$ cat src/rtl/rv32i_types.sv
// Shared RV32I core types: CDB entry layout, FU id and program-order widths.
// Latency: n/a (types and constants only).
// Backpressure: n/a.
package rv32i_types;

  localparam int TOTAL_FU = 4;
  localparam int FU_ID_W  = 3;
  localparam int ORDER_W  = 6;
  localparam int REG_W    = 5;
  localparam int XLEN     = 32;

  typedef logic [FU_ID_W-1:0] fu_id_t;
  typedef logic [ORDER_W-1:0] order_t;

  typedef struct packed {
    fu_id_t           fu_id;
    logic [REG_W-1:0] rd;
    logic [XLEN-1:0]  data;
  } cdb_entry_t;

endpackage

$ cat src/rtl/cdb_rr_picker.sv
// Round-robin picker: first set request at or after ptr, ascending, wrapping mod N.
// Latency: purely combinational.
// Backpressure: none; caller decides whether the pick is consumed.
module cdb_rr_picker #(
  parameter int N     = 4,
  parameter int IDX_W = 2
) (
  input  logic [N-1:0]     req,
  input  logic [IDX_W-1:0] ptr,
  output logic [N-1:0]     gnt,
  output logic [IDX_W-1:0] idx,
  output logic             any
);

  logic [IDX_W:0]   cand_w;
  logic [IDX_W-1:0] cand;

  // Walk N candidates starting at ptr; the first requester found wins.
  always_comb begin
    gnt    = '0;
    idx    = '0;
    any    = 1'b0;
    cand_w = '0;
    cand   = '0;
    for (int off = 0; off < N; off++) begin
      cand_w = {1'b0, ptr} + (IDX_W+1)'(off);
      if (cand_w >= (IDX_W+1)'(N)) begin
        cand_w = cand_w - (IDX_W+1)'(N);
      end
      cand = cand_w[IDX_W-1:0];
      if (!any && req[cand]) begin
        any = 1'b1;
        idx = cand;
      end
    end
    if (any) begin
      gnt[idx] = 1'b1;
    end
  end

endmodule

$ cat src/rtl/cdb_arbiter.sv
// CDB arbiter: one holding buffer per FU, one broadcast per cycle; CDB_AGE_PRIO_EN selects oldest-first, else round-robin.
// Latency: FU valid in cycle N -> buffered/granted N+1 -> cdb_valid N+2.
// Backpressure: fu_result_ack drops while the FU's buffer is full and not granted; flush and rst block acks.
module cdb_arbiter
  import rv32i_types::*;
#(
  parameter int NUM_FU = TOTAL_FU
) (
  input  logic                          clk,
  input  logic                          rst,
  input  logic                          flush,
  input  logic [NUM_FU-1:0]             fu_result_valid,
  input  cdb_entry_t [NUM_FU-1:0]       fu_result,
  input  order_t [NUM_FU-1:0]           fu_result_order,
  output logic [NUM_FU-1:0]             fu_result_ack,
  output logic                          cdb_valid,
  output cdb_entry_t                    cdb_data,
  output logic [$clog2(NUM_FU+1)-1:0]   cdb_pending
);

  localparam int IDX_W = (NUM_FU > 1) ? $clog2(NUM_FU) : 1;
  localparam int CNT_W = $clog2(NUM_FU+1);

  logic [NUM_FU-1:0] buf_valid;
  logic [NUM_FU-1:0] buf_valid_nxt;
  cdb_entry_t        buf_entry [NUM_FU];
  logic [IDX_W-1:0]  rr_ptr;

  logic [NUM_FU-1:0] pick_gnt;
  logic [IDX_W-1:0]  pick_idx;
  logic              pick_any;

  logic [NUM_FU-1:0] grant;
  logic              grant_any;
  logic [CNT_W-1:0]  pending_nxt;

`ifdef CDB_AGE_PRIO_EN
  order_t buf_order [NUM_FU];
  order_t best_order;
  logic   unused_rr_ptr;

  assign unused_rr_ptr = ^rr_ptr;

  // Oldest occupied buffer wins; strict compare keeps the lowest index on ties.
  always_comb begin
    pick_gnt   = '0;
    pick_idx   = '0;
    pick_any   = 1'b0;
    best_order = '0;
    for (int i = 0; i < NUM_FU; i++) begin
      if (buf_valid[i] && (!pick_any || (buf_order[i] < best_order))) begin
        pick_any   = 1'b1;
        best_order = buf_order[i];
        pick_idx   = IDX_W'(i);
      end
    end
    if (pick_any) begin
      pick_gnt[pick_idx] = 1'b1;
    end
  end

  // Program order travels with the buffered entry.
  always_ff @(posedge clk) begin
    for (int i = 0; i < NUM_FU; i++) begin
      if (fu_result_ack[i]) begin
        buf_order[i] <= fu_result_order[i];
      end
    end
  end
`else
  logic unused_order;

  assign unused_order = ^fu_result_order;

  cdb_rr_picker #(
    .N     (NUM_FU),
    .IDX_W (IDX_W)
  ) u_picker (
    .req (buf_valid),
    .ptr (rr_ptr),
    .gnt (pick_gnt),
    .idx (pick_idx),
    .any (pick_any)
  );
`endif

  // A flush cancels this cycle's grant so nothing reaches the CDB afterwards.
  always_comb begin
    grant     = flush ? '0 : pick_gnt;
    grant_any = pick_any && !flush;
  end

  // A buffer accepts when empty or when its current occupant is leaving this cycle.
  always_comb begin
    fu_result_ack = fu_result_valid & ~buf_valid | fu_result_valid & grant;
    if (flush || rst) begin
      fu_result_ack = '0;
    end
  end

  // Next occupancy: load wins over free, flush empties everything.
  always_comb begin
    buf_valid_nxt = (buf_valid & ~grant) | fu_result_ack;
    if (flush) begin
      buf_valid_nxt = '0;
    end
    pending_nxt = '0;
    for (int i = 0; i < NUM_FU; i++) begin
      pending_nxt = pending_nxt + CNT_W'(buf_valid_nxt[i]);
    end
  end

  // Occupancy, pending count and the broadcast register.
  always_ff @(posedge clk) begin
    if (rst) begin
      buf_valid   <= '0;
      cdb_pending <= '0;
      cdb_valid   <= 1'b0;
      cdb_data    <= '0;
    end else begin
      buf_valid   <= buf_valid_nxt;
      cdb_pending <= pending_nxt;
      cdb_valid   <= grant_any;
      cdb_data    <= grant_any ? buf_entry[pick_idx] : '0;
    end
  end

  // Payload capture; fu_id is stamped with the buffer index, not trusted from the FU.
  always_ff @(posedge clk) begin
    for (int i = 0; i < NUM_FU; i++) begin
      if (fu_result_ack[i]) begin
        buf_entry[i]       <= fu_result[i];
        buf_entry[i].fu_id <= fu_id_t'(i);
      end
    end
  end

  // Pointer moves past the winner; in age mode it stays parked at zero.
  always_ff @(posedge clk) begin
    if (rst) begin
      rr_ptr <= '0;
    end else begin
`ifdef CDB_AGE_PRIO_EN
      rr_ptr <= '0;
`else
      if (grant_any) begin
        rr_ptr <= (pick_idx == IDX_W'(NUM_FU-1)) ? '0 : pick_idx + IDX_W'(1);
      end
`endif
    end
  end

endmodule

$ cat config.mk
export PLATFORM = sky130hd
export DESIGN_NAME = cdb_arbiter
export DESIGN_NICKNAME = d
export VERILOG_FILES = /design/src/rtl/rv32i_types.sv /design/src/rtl/cdb_rr_picker.sv /design/src/rtl/cdb_arbiter.sv
export SDC_FILE = /design/constraint.sdc
export NUM_CORES = 1
export LEC_CHECK = 0
export BUFFER_PORTS_ARGS = -buffer_cell sky130_fd_sc_hd__buf_2
export CAP_MARGIN = 10
export CORE_ASPECT_RATIO = 1.75
export CORE_MARGIN = 5
export CORE_UTILIZATION = 25
export DETAILED_ROUTE_END_ITERATION = 7
export GPL_TIMING_DRIVEN = 0
export PLACE_DENSITY = 0.45
export SYNTH_ARGS = -nofsm -noshare
export SYNTH_HDL_FRONTEND = slang
export SYNTH_HIERARCHICAL = 1
export SYNTH_SLANG_ARGS = --single-unit
$ cat constraint.sdc
create_clock -name clk -period 2.2 [get_ports clk]
set_input_delay 0 -clock clk [delete_from_list [all_inputs] [get_ports clk]]
set_output_delay 0 -clock clk [all_outputs]
set_load 0.05 [all_outputs]
# ---- Word level (Yosys, flattened, before mapping)
# Memories as Yosys holds them, arrays and structs flattened. A register that Yosys moved wholly into a read port is not among the register bits.
# Cells that the tools add are included.
dict set report totals {
  regBits 10
  wordCells 89
  out_inout_bits 48
  inputBits 191
  mem_bits_rw 160
  mem_count 1
}
# name words width rd rd_ports_with_merged_regs wr line_no
set mem_list {}
lappend mem_list {buf_entry 4 40 1 1 4 cdb_arbiter.sv:26} ;# cdb_entry_t buf_entry [NUM_FU];
dict set report classes {
  eq_ne 1
  add_sub_neg 11
  reduce_logical 11
  bitwise_logic 12
  magnitude_cmp 10
  mux 39
}
# op count
set op_table {}
lappend op_table {{2-to-1 mux 2 bit} 9}
lappend op_table {{2-to-1 mux 1 bit} 17}
lappend op_table {{2-to-1 mux 4 bit} 4}
lappend op_table {{less-than comparator 2 x 3 -> 1 bit, second input constant} 5}
lappend op_table {{AND 4 bit} 3}
lappend op_table {{2-to-1 mux 3 bit} 4}
lappend op_table {{greater-or-equal comparator 3 bit, second input constant} 3}
lappend op_table {{binary-select mux 1 bit (select 2 bit)} 4}
lappend op_table {{NOT 4 bit} 2}
lappend op_table {{bitwise OR 4 bit} 2}
lappend op_table {{subtractor 2 x 1 -> 2 bit, second input constant} 4}
lappend op_table {{adder 2 x 2 -> 3 bit, second input constant} 2}
lappend op_table {{logical AND 1 bit} 5}
lappend op_table {{zero test 1 bit} 4}
lappend op_table {{bitwise OR 1 bit} 4}
lappend op_table {{adder 2 x 1 -> 3 bit} 1}
lappend op_table {{adder 2 x 1 -> 3 bit, second input constant} 1}
lappend op_table {{adder 3 x 1 -> 3 bit} 1}
lappend op_table {{greater-or-equal comparator 2 x 3 -> 1 bit, second input constant} 1}
lappend op_table {{adder 1 x 1 -> 2 bit} 1}
lappend op_table {{adder 2 x 1 -> 2 bit, second input constant} 1}
lappend op_table {{demux 1 bit (select 2 bit)} 1}
lappend op_table {{== test 2 bit, second input constant} 1}
lappend op_table {{greater-or-equal comparator 2 x 1 -> 1 bit, second input constant} 1}
lappend op_table {{3 further kinds} 3}

# ---- Depth between registers and ports, before layout
# Gate-level depths: netlist of run 1.
dict set report logic_depth {
  word_depth 28
  depth_mapped 11
  ltp_nobuf 10
}

# ---- By module
# The synthesis of run 1 kept the hierarchy.
# module cells_each area_each_um2 seq_area_each_um2 instances
set modules_own_cells {}
lappend modules_own_cells {cdb_arbiter 377 7018.0 5505.3 1}
lappend modules_own_cells {cdb_rr_picker 33 211.5 0.0 1}

# ---- Least setup slack after synthesis of run 1
# Ideal clock, no wire load.
dict set report synth_path {
  kind {reg2reg}
  start {register rr_ptr[1]}
  end {memory buf_entry[3][0] (netlist bit), enable pin}
  path_stages_with_launch 7
  required_time_ns 1.785
  slack_ns -0.434
  synth_period_minus_slack_ns 2.634
  t_arrival_ns 2.219
  n_path_buf 1
  setup_time_ns 0.415
  cell_sequence {dfxtp_1 > buf_6 > inv_1 > a21oi_1 > o221a_2 > nand2b_1 > and3_1}
}
# element line_no
set synth_lines {}
lappend synth_lines {{start, declared} cdb_arbiter.sv:27} ;# logic [IDX_W-1:0] rr_ptr;
lappend synth_lines {{start signal, assigned} cdb_arbiter.sv:147} ;# rr_ptr <= (pick_idx == IDX_W'(NUM_FU-1)) ? '0 : pick_idx + IDX_W'(1);
lappend synth_lines {{end, declared} cdb_arbiter.sv:26}

# ---- Worst setup path in the final report of run 1
dict set report layout_path {
  start {register rr_ptr[0]}
  end {register cdb_pending[1]}
}
dict set report layout_between {
  elab_chain_cells 28
  elab_cells_between_ends 54
  cone_classes {10 x add/sub; 6 x order compare; 26 x mux; 5 x bitwise; 7 x reduce/logical}
}
# element line_no
set layout_rtl {}
lappend layout_rtl {{branches (longest 18 deep; another with adder 2 x 1 -> 3 bit)} --}
lappend layout_rtl {{2-to-1 mux 4 bit (*)} cdb_rr_picker.sv:36} ;# if (any) begin
lappend layout_rtl {{named net pick_gnt[0]} cdb_arbiter.sv:29} ;# logic [NUM_FU-1:0] pick_gnt;
lappend layout_rtl {{2-to-1 mux 4 bit (*)} cdb_arbiter.sv:89} ;# grant = flush ? '0 : pick_gnt;
lappend layout_rtl {{AND 4 bit} cdb_arbiter.sv:95} ;# fu_result_ack = fu_result_valid & ~buf_valid | fu_result_valid & grant;
lappend layout_rtl {{bitwise OR 4 bit} cdb_arbiter.sv:95}
lappend layout_rtl {{2-to-1 mux 4 bit} cdb_arbiter.sv:96} ;# if (flush || rst) begin
lappend layout_rtl {{bitwise OR 4 bit (*)} cdb_arbiter.sv:103} ;# buf_valid_nxt = (buf_valid & ~grant) | fu_result_ack;
lappend layout_rtl {{2-to-1 mux 4 bit (*)} cdb_arbiter.sv:104} ;# if (flush) begin
lappend layout_rtl {{adder 1 x 1 -> 2 bit (*)} cdb_arbiter.sv:109} ;# pending_nxt = pending_nxt + CNT_W'(buf_valid_nxt[i]);
lappend layout_rtl {{adder 2 x 1 -> 3 bit (*)} cdb_arbiter.sv:109}
lappend layout_rtl {{adder 3 x 1 -> 3 bit (*)} cdb_arbiter.sv:109}
lappend layout_rtl {{named net pending_nxt[1]} cdb_arbiter.sv:35} ;# logic [CNT_W-1:0] pending_nxt;
lappend layout_rtl {{end signal, assigned} cdb_arbiter.sv:122} ;# cdb_pending <= pending_nxt;
lappend layout_rtl {{end, declared} cdb_arbiter.sv:18} ;# output logic [$clog2(NUM_FU+1)-1:0] cdb_pending
# Mark *: on every way through the listed nets, which the timed path passes. The select of a mux whose other input is x is not followed.
# A chain may end at the register's enable or synchronous reset.

==> flow_metrics.py, run 1 <==
metrics = {
    "sta": {
        "finalCritPeriodShare_pct": 109.4,
        "setup_viol": 43,
        "worst_slew_pin_slew_ps": 653.1,
        "fin_ws_ps": -207.0,
        "relSlewSlack_pct": 56.46,
        "slew_viol_final": 0,
        "holdWs_ps": 24.56,
        "skew_ps": 11.04,
        "setup_tns_ps": -1488,
        "fin_crit_ps": 2407,
        "timing.fmax_mhz": 415.5,
        "hold_viol": 0,
        "grt_setup_unrepaired": "true",
    },
    "cells_and_area": {
        "final_area_sq_um": 11450,
        "area_growth_pct": 58.34,
        "final-seq-area_sq_um": 5518,
        "drive_gt1_share_pct": 38.76,
        "multi_input_area_sq_um": 1689,
        "fillerInstances": 2679,
        "final_nets": 1015,
    },
    "floorplan": {
        "fp.dieH_um": 235.0,
        "rows": 82,
        "die_x_um": 138.5,
        "core_sq_um": 28630,
        "io_pins": 239,
        "die-area_sq_um": 32550,
        "start_util_pct": 25.26,
    },
    "routing": {
        "ant_nets": 0,
        "drc_errors": 0,
        "routedWlPerCell_um": 19.03,
        "drt_iter0_markers": 175,
        "routed_via_density": 4.165,
        "vias": 5065,
        "drt_wl_total_um": 23140,
        "first_pass_iters": 4,
    },
    "clock_tree": {
        "cts.sinks": 201,
        "clockBufferDepth": 3,
        "clk_pin_slew_ps": 70,
        "ctsRootBufferMaster": "clkbuf_16",
        "numCtsBuffers": 22,
        "insertion_delay_ps": 510,
        "tritoncts": "yes",
        "cts-htree-levels": 1,
    },
    "placement": {
        "place.gp.congestion": 0.7148,
        "place_area_sq_um": 8771,
        "post-place-ws_ps": -657.6,
        "port_buffers": 202,
        "dpl.hpwl_um": 13930,
    },
    "synth": {
        "ys.flop_type": "edfxtp_1",
        "synth_cells": 410,
        "ys_ff_latch": 201,
        "syn-cell-area_sq_um": 7229,
        "avgSynthCellArea_sq_um": 17.63,
        "ys_types": 36,
        "seq_area_frac_synth_pct": 76.15,
        "yosys_warnings": 6,
        "synth_edf_count": 148,
        "async_flop_share_pct": 0,
        "synthesis.nets": 605,
    },
    "setup_path": {
        "path_cells": "inv_1 > a22o_1 > and2_1 > nand2b_4 > a21o_1 > fa_1 > inv_2 > ha_4 > ha_4 > nor2b_4",
        "crit_fanout": 7,
        "reg2reg_from": "rr_ptr[0]",
        "crit_buf_inv": 2,
        "required_ps": 2600,
        "cp_common_cell": "ha_4",
        "rrSetupSlack_ps": -210,
        "crit_cells": 10,
        "critPathTopFamily": "adder cells",
        "start_kind": "register",
        "crit_start": "rr_ptr[0]",
        "path_class": "register to register",
        "slowest_delay_ps": 530,
        "slowest_stage": "fa_1",
        "cp-end-kind": "register",
        "reg2reg_depth": 10,
        "r2r-end": "cdb_pending[1]",
        "arrival_ps": 2810,
    },
    "global_route": {
        "track_usage_pct": 13.97,
        "grt_pass1_wl_um": 34360,
        "grt.met3_usage_pct": 2.238,
        "gr-total-overflow": 0,
        "antenna_found_initial": 2,
        "grt_pass1_vias": 5743,
        "use_met1_pct": 14.49,
        "busiest_layer": "met2",
        "grt_max_degree": 20,
        "use_met2_pct": 27.68,
    },
    "power_and_ir_drop": {
        "power.share.combinational_pct": 10.3,
        "irDropWorstVdd_v": 0.0005828,
        "seqPwrFrac_pct": 47.2,
        "power.switching_mw": 1.996,
        "p_sw_share_pct": 22.33,
        "clockPowerShare_pct": 42.5,
        "design_power_total_mw": 8.940,
        "intPower_mw": 6.944,
        "power.leakage_nw": 4.438,
        "power.density_nw_per_um2": 781.0,
    },
    "min_path": {
        "hp-start": "rst",
        "holdPathEnd": "buf_entry[2][38]",
        "worstHoldPathCells": 4,
        "hold_class": "input port to register",
    },
    "outcome": {
        "violations": "setup timing",
        "status": "finished, violations left",
    },
    "job": {
        "max_cap_viol_count": 0,
    },
}
==> repair_timing <==
item                                    4_1_cts  5_1_grt
hold buffers                                158        1
pin swaps                                     6        5
endpoints found under the setup margin      194       60
gates cloned                                  4        1
buffers inserted                             14        6
resized for setup                            22       15
hold endpoints to repair                    164        5
==> cell usage after synthesis, types with 3 or more instances <==
master | count | area share (%)
buf_2 | 7 | 0.48
ha_1 | 3 | 0.52
edfxtp_1 | 148 | 61
and2_1 | 3 | 0.26
nand2b_1 | 10 | 0.87
inv_1 | 6 | 0.31
o22ai_1 | 27 | 2.3
nor2b_1 | 5 | 0.43
mux2i_1 | 77 | 11
a21oi_1 | 7 | 0.48
o22ai_2 | 10 | 1.7
buf_6 | 5 | 0.78
and3_1 | 3 | 0.26
nor2_1 | 13 | 0.68
dfxtp_1 | 53 | 15
o21ai_0 | 3 | 0.21
buf_4 | 7 | 0.73
a21o_1 | 3 | 0.31
==> cell families after synthesis <==
logic type	count (synthesis)	synth area share, %
DFF	201	76.15
buffers and inverters	26	2.371
AOI/OAI and AO/OA	58	6.092
and+or+nand+nor	44	3.929
muxes	77	10.66
adders and majority gates	4	0.7962
==> per-layer routing <==
metal,routed length [um],part of all wire (%)
met4,692,3.0
met3,1041,4.5
met1,8391,36
met2,13020,56
met5,0,0
==> power groups by stage <==
stage	clock (mW)	sequential (mW)	combinational, mW
2_1_floorplan	0	4.39	0.269
3_3_place_gp	0	4.31	0.621
3_5_place_dp	0	4.31	0.632
4_1_cts	3.94	4.23	0.907
5_1_grt	4.10	4.23	0.985
6_report	3.80	4.22	0.919
==> stage by stage <==
stage | util (%) | std cells
6_report | 39.99 | 1216
5_1_grt | 39.99 | 1216
4_1_cts | 39.51 | 1206
3_5_place_dp | 30.64 | 990
3_3_place_gp | 30.64 | 990
2_1_floorplan | - | 410
==> tightest hold or removal path, delay by kind of cell <==
family                 cells  cell delay, ps
buffers and inverters      1             140
and+or+nand+nor            3             330
==> worst max-delay path by stage <==
stage	endpoint	slack (ps)
after floorplan	cdb_pending[1]	-70
after global placement	buf_entry[2][0]	-530
after detailed placement	buf_entry[2][24]	-660
after CTS	cdb_pending[1]	-220
after global routing	cdb_pending[1]	-270
final	cdb_pending[1]	-210
==> cell type report <==
class                   count  share of cell area, %
inverters                   6                 0.2295
clock inverters            14                  1.421
flip-flops and latches    201                  48.20
clock buffers              26                  5.126
well taps                 378                  4.132
diodes                      2                0.04372
repair inverters            1                0.06558
repair buffers            382                  24.25
multi-input cells         186                  14.76
plain buffers              20                  1.771
==> placed cells by master, fill, tap and decap left out, drive strengths merged, types with 3 or more instances in the layout <==
master       count
and2             3
nand2b          10
bufinv           3
dlygate4sd3    159
edfxtp         148
dfxtp           53
ha               3
a21o             3
and3             6
inv              8
o22ai           37
a21oi            7
clkinv           6
clkbuf          29
mux2i           77
clkinvlp         4
o21ai            3
nor2b            5
buf            240
nor2            14
==> state kept, by name, summed over array words and instances (netlist names) <==
signal and count:
buf_valid 4, cdb_valid 1, cdb_pending 3, cdb_data 40, rr_ptr 2, buf_entry 151
Note: power is estimated with default switching activity, not from simulation.
==> inputs of run 2 (changes only) <==
- CORE_MARGIN: 5 -> not set
- TNS_END_PERCENT: not set -> 20
==> flow_metrics.py, run 2 (synthesized netlist as in run 1, its figures left out) <==
metrics = {
    "outcome": {
        "status": "finished, violations left",
        "violations": "setup timing",
    },
    "cells_and_area": {
        "final_core_util_pct": 40.41,
        "top_regs": "buf_entry x151, cdb_data x40, buf_valid x4",
        "largest_register_ffs": 151,
        "mostFrequentLayoutCell": "buf_2",
        "drive_gt1_share_pct": 39.23,
        "final_nets": 1017,
        "final_area_sq_um": 11520,
        "most-common-layout-cells": "buf_2, dlygate4sd3_1, edfxtp_1",
        "regMostFlops": "buf_entry",
        "fin_cells": 1214,
        "n_antenna_cell": 0,
        "area_growth_pct": 59.41,
    },
    "clock_tree": {
        "clockBufferDepth": 3,
        "tritoncts": "yes",
        "insertion_delay_ps": 500,
        "clk_pin_slew_ps": 60,
        "ctsRootBufferMaster": "clkbuf_16",
        "cts.sinks": 201,
        "cts-htree-levels": 1,
        "numCtsBuffers": 20,
    },
    "power_and_ir_drop": {
        "design_power_total_mw": 8.658,
        "irDropWorstVdd_v": 0.0005065,
        "power.leakage_nw": 4.477,
        "power.density_nw_per_um2": 751.3,
    },
    "global_route": {
        "grt_pass1_vias": 5657,
        "gr-total-overflow": 0,
        "track_usage_pct": 15.01,
        "grt_max_degree": 25,
        "grt_pass1_wl_um": 31770,
        "antenna_found_initial": 0,
    },
    "placement": {
        "place_area_sq_um": 8777,
        "place.gp.congestion": 0.7324,
        "dpl.hpwl_um": 13720,
        "dp_cells": 993,
        "port_buffers": 202,
        "post-place-ws_ps": -609.2,
    },
    "min_path": {
        "hold_class": "input port to register",
    },
    "setup_path": {
        "cp_common_cell": "ha_4",
        "slowest_delay_ps": 560,
        "cp-end-kind": "register",
        "rrSetupSlack_ps": -190,
        "slowest_stage": "fa_1",
        "path_cells": "buf_6 > o21ai_2 > a22o_1 > and2_1 > nand2b_4 > a21o_1 > fa_1 > inv_2 > ha_4 > ha_4 > nor2b_1",
        "required_ps": 2600,
        "reg2reg_depth": 11,
        "start_kind": "register",
        "endpoint": "cdb_pending[1]",
        "r2r-end": "cdb_pending[1]",
        "path_class": "register to register",
        "reg2reg_from": "rr_ptr[1]",
        "crit_start": "rr_ptr[1]",
        "arrival_ps": 2790,
        "crit_fanout": 7,
    },
    "routing": {
        "drt_wl_total_um": 22470,
        "first_pass_iters": 4,
        "drt_iter0_markers": 162,
        "ant_nets": 0,
        "vias": 5103,
        "routed_via_density": 4.203,
        "routedWlPerCell_um": 18.51,
        "drc_errors": 0,
    },
    "sta": {
        "relSlewSlack_pct": 71.84,
        "setup_viol": 5,
        "slew_viol_final": 0,
        "finalCritPeriodShare_pct": 108.7,
        "timing.fmax_mhz": 418.3,
        "hold_viol": 0,
        "worst_slew_pin_slew_ps": 422.5,
        "skew_ps": 9.191,
        "fin_ws_ps": -190.4,
        "holdWs_ps": 75.20,
        "grt_setup_unrepaired": "true",
        "setup_tns_ps": -488.2,
        "fin_crit_ps": 2390,
    },
    "floorplan": {
        "die-area_sq_um": 29630,
        "die_x_um": 130.5,
        "rows": 82,
        "io_pins": 239,
        "fp.dieH_um": 227.0,
        "core_sq_um": 28520,
        "start_util_pct": 25.35,
    },
    "job": {
        "max_cap_viol_count": 0,
    },
}
## run 2: worst max-delay path, delay by kind of cell (launching register included)
family | cells | cell delay (ps)
buffers and inverters | 2 | 180
AND/OR/NAND/NOR | 3 | 400
flip-flops | 1 | 370
adder cells (fa/ha/maj) | 3 | 910
AO/OA/AOI/OAI | 3 | 420
## run 2: worst min-delay path by stage
stage / from / to / slack [ps] / cells past startpoint
final: rst / buf_entry[2][38] / 80 / 5
after global routing: rst / buf_valid[2] / 90 / 4
after CTS: fu_result_valid[3] / buf_valid[3] / 30 / 5
after detailed placement: fu_result[129] / buf_entry[3][9] / 180 / 1
after global placement: fu_result[14] / buf_entry[0][14] / 180 / 1
after floorplan: flush / cdb_valid / 80 / 1
## run 2: area by class of cell
class                   instances  area (sq um)
fillers                      2756         17000
flip-flops and latches        201          5523
repair buffers                389          2917
multi-input cells             184          1690
clock buffers                  28         571.8
well taps                     378         473.0
plain buffers                  20         220.2
clock inverters                 8         93.84
inverters                       6         36.28
## run 2: per-layer routing
metal | vias up | track usage [%] | wire, um
li1 | 2398 | - | -
met1 | 2514 | 14.88 | 7888
met2 | 149 | 29.97 | 13040
met3 | 42 | 2.115 | 769
met4 | 0 | 6.415 | 771
met5 | - | 0 | 0
## run 2: timing repair
action	4_1_cts	5_1_grt
setup buffers	15	12
hold buffers	156	0
resized for setup	50	23
gates cloned	2	0
hold endpoints to repair	164	0
pin swaps	9	8
setup endpoints to repair	104	45
## run 2: where the power goes
part / internal, mW / leakage [nW] / total, mW / switching, mW
clock network: 2.06 / 0.331 / 3.49 / 1.43
registers: 4.19 / 1.79 / 4.22 / 0.0340
logic: 0.496 / 2.36 / 0.946 / 0.451
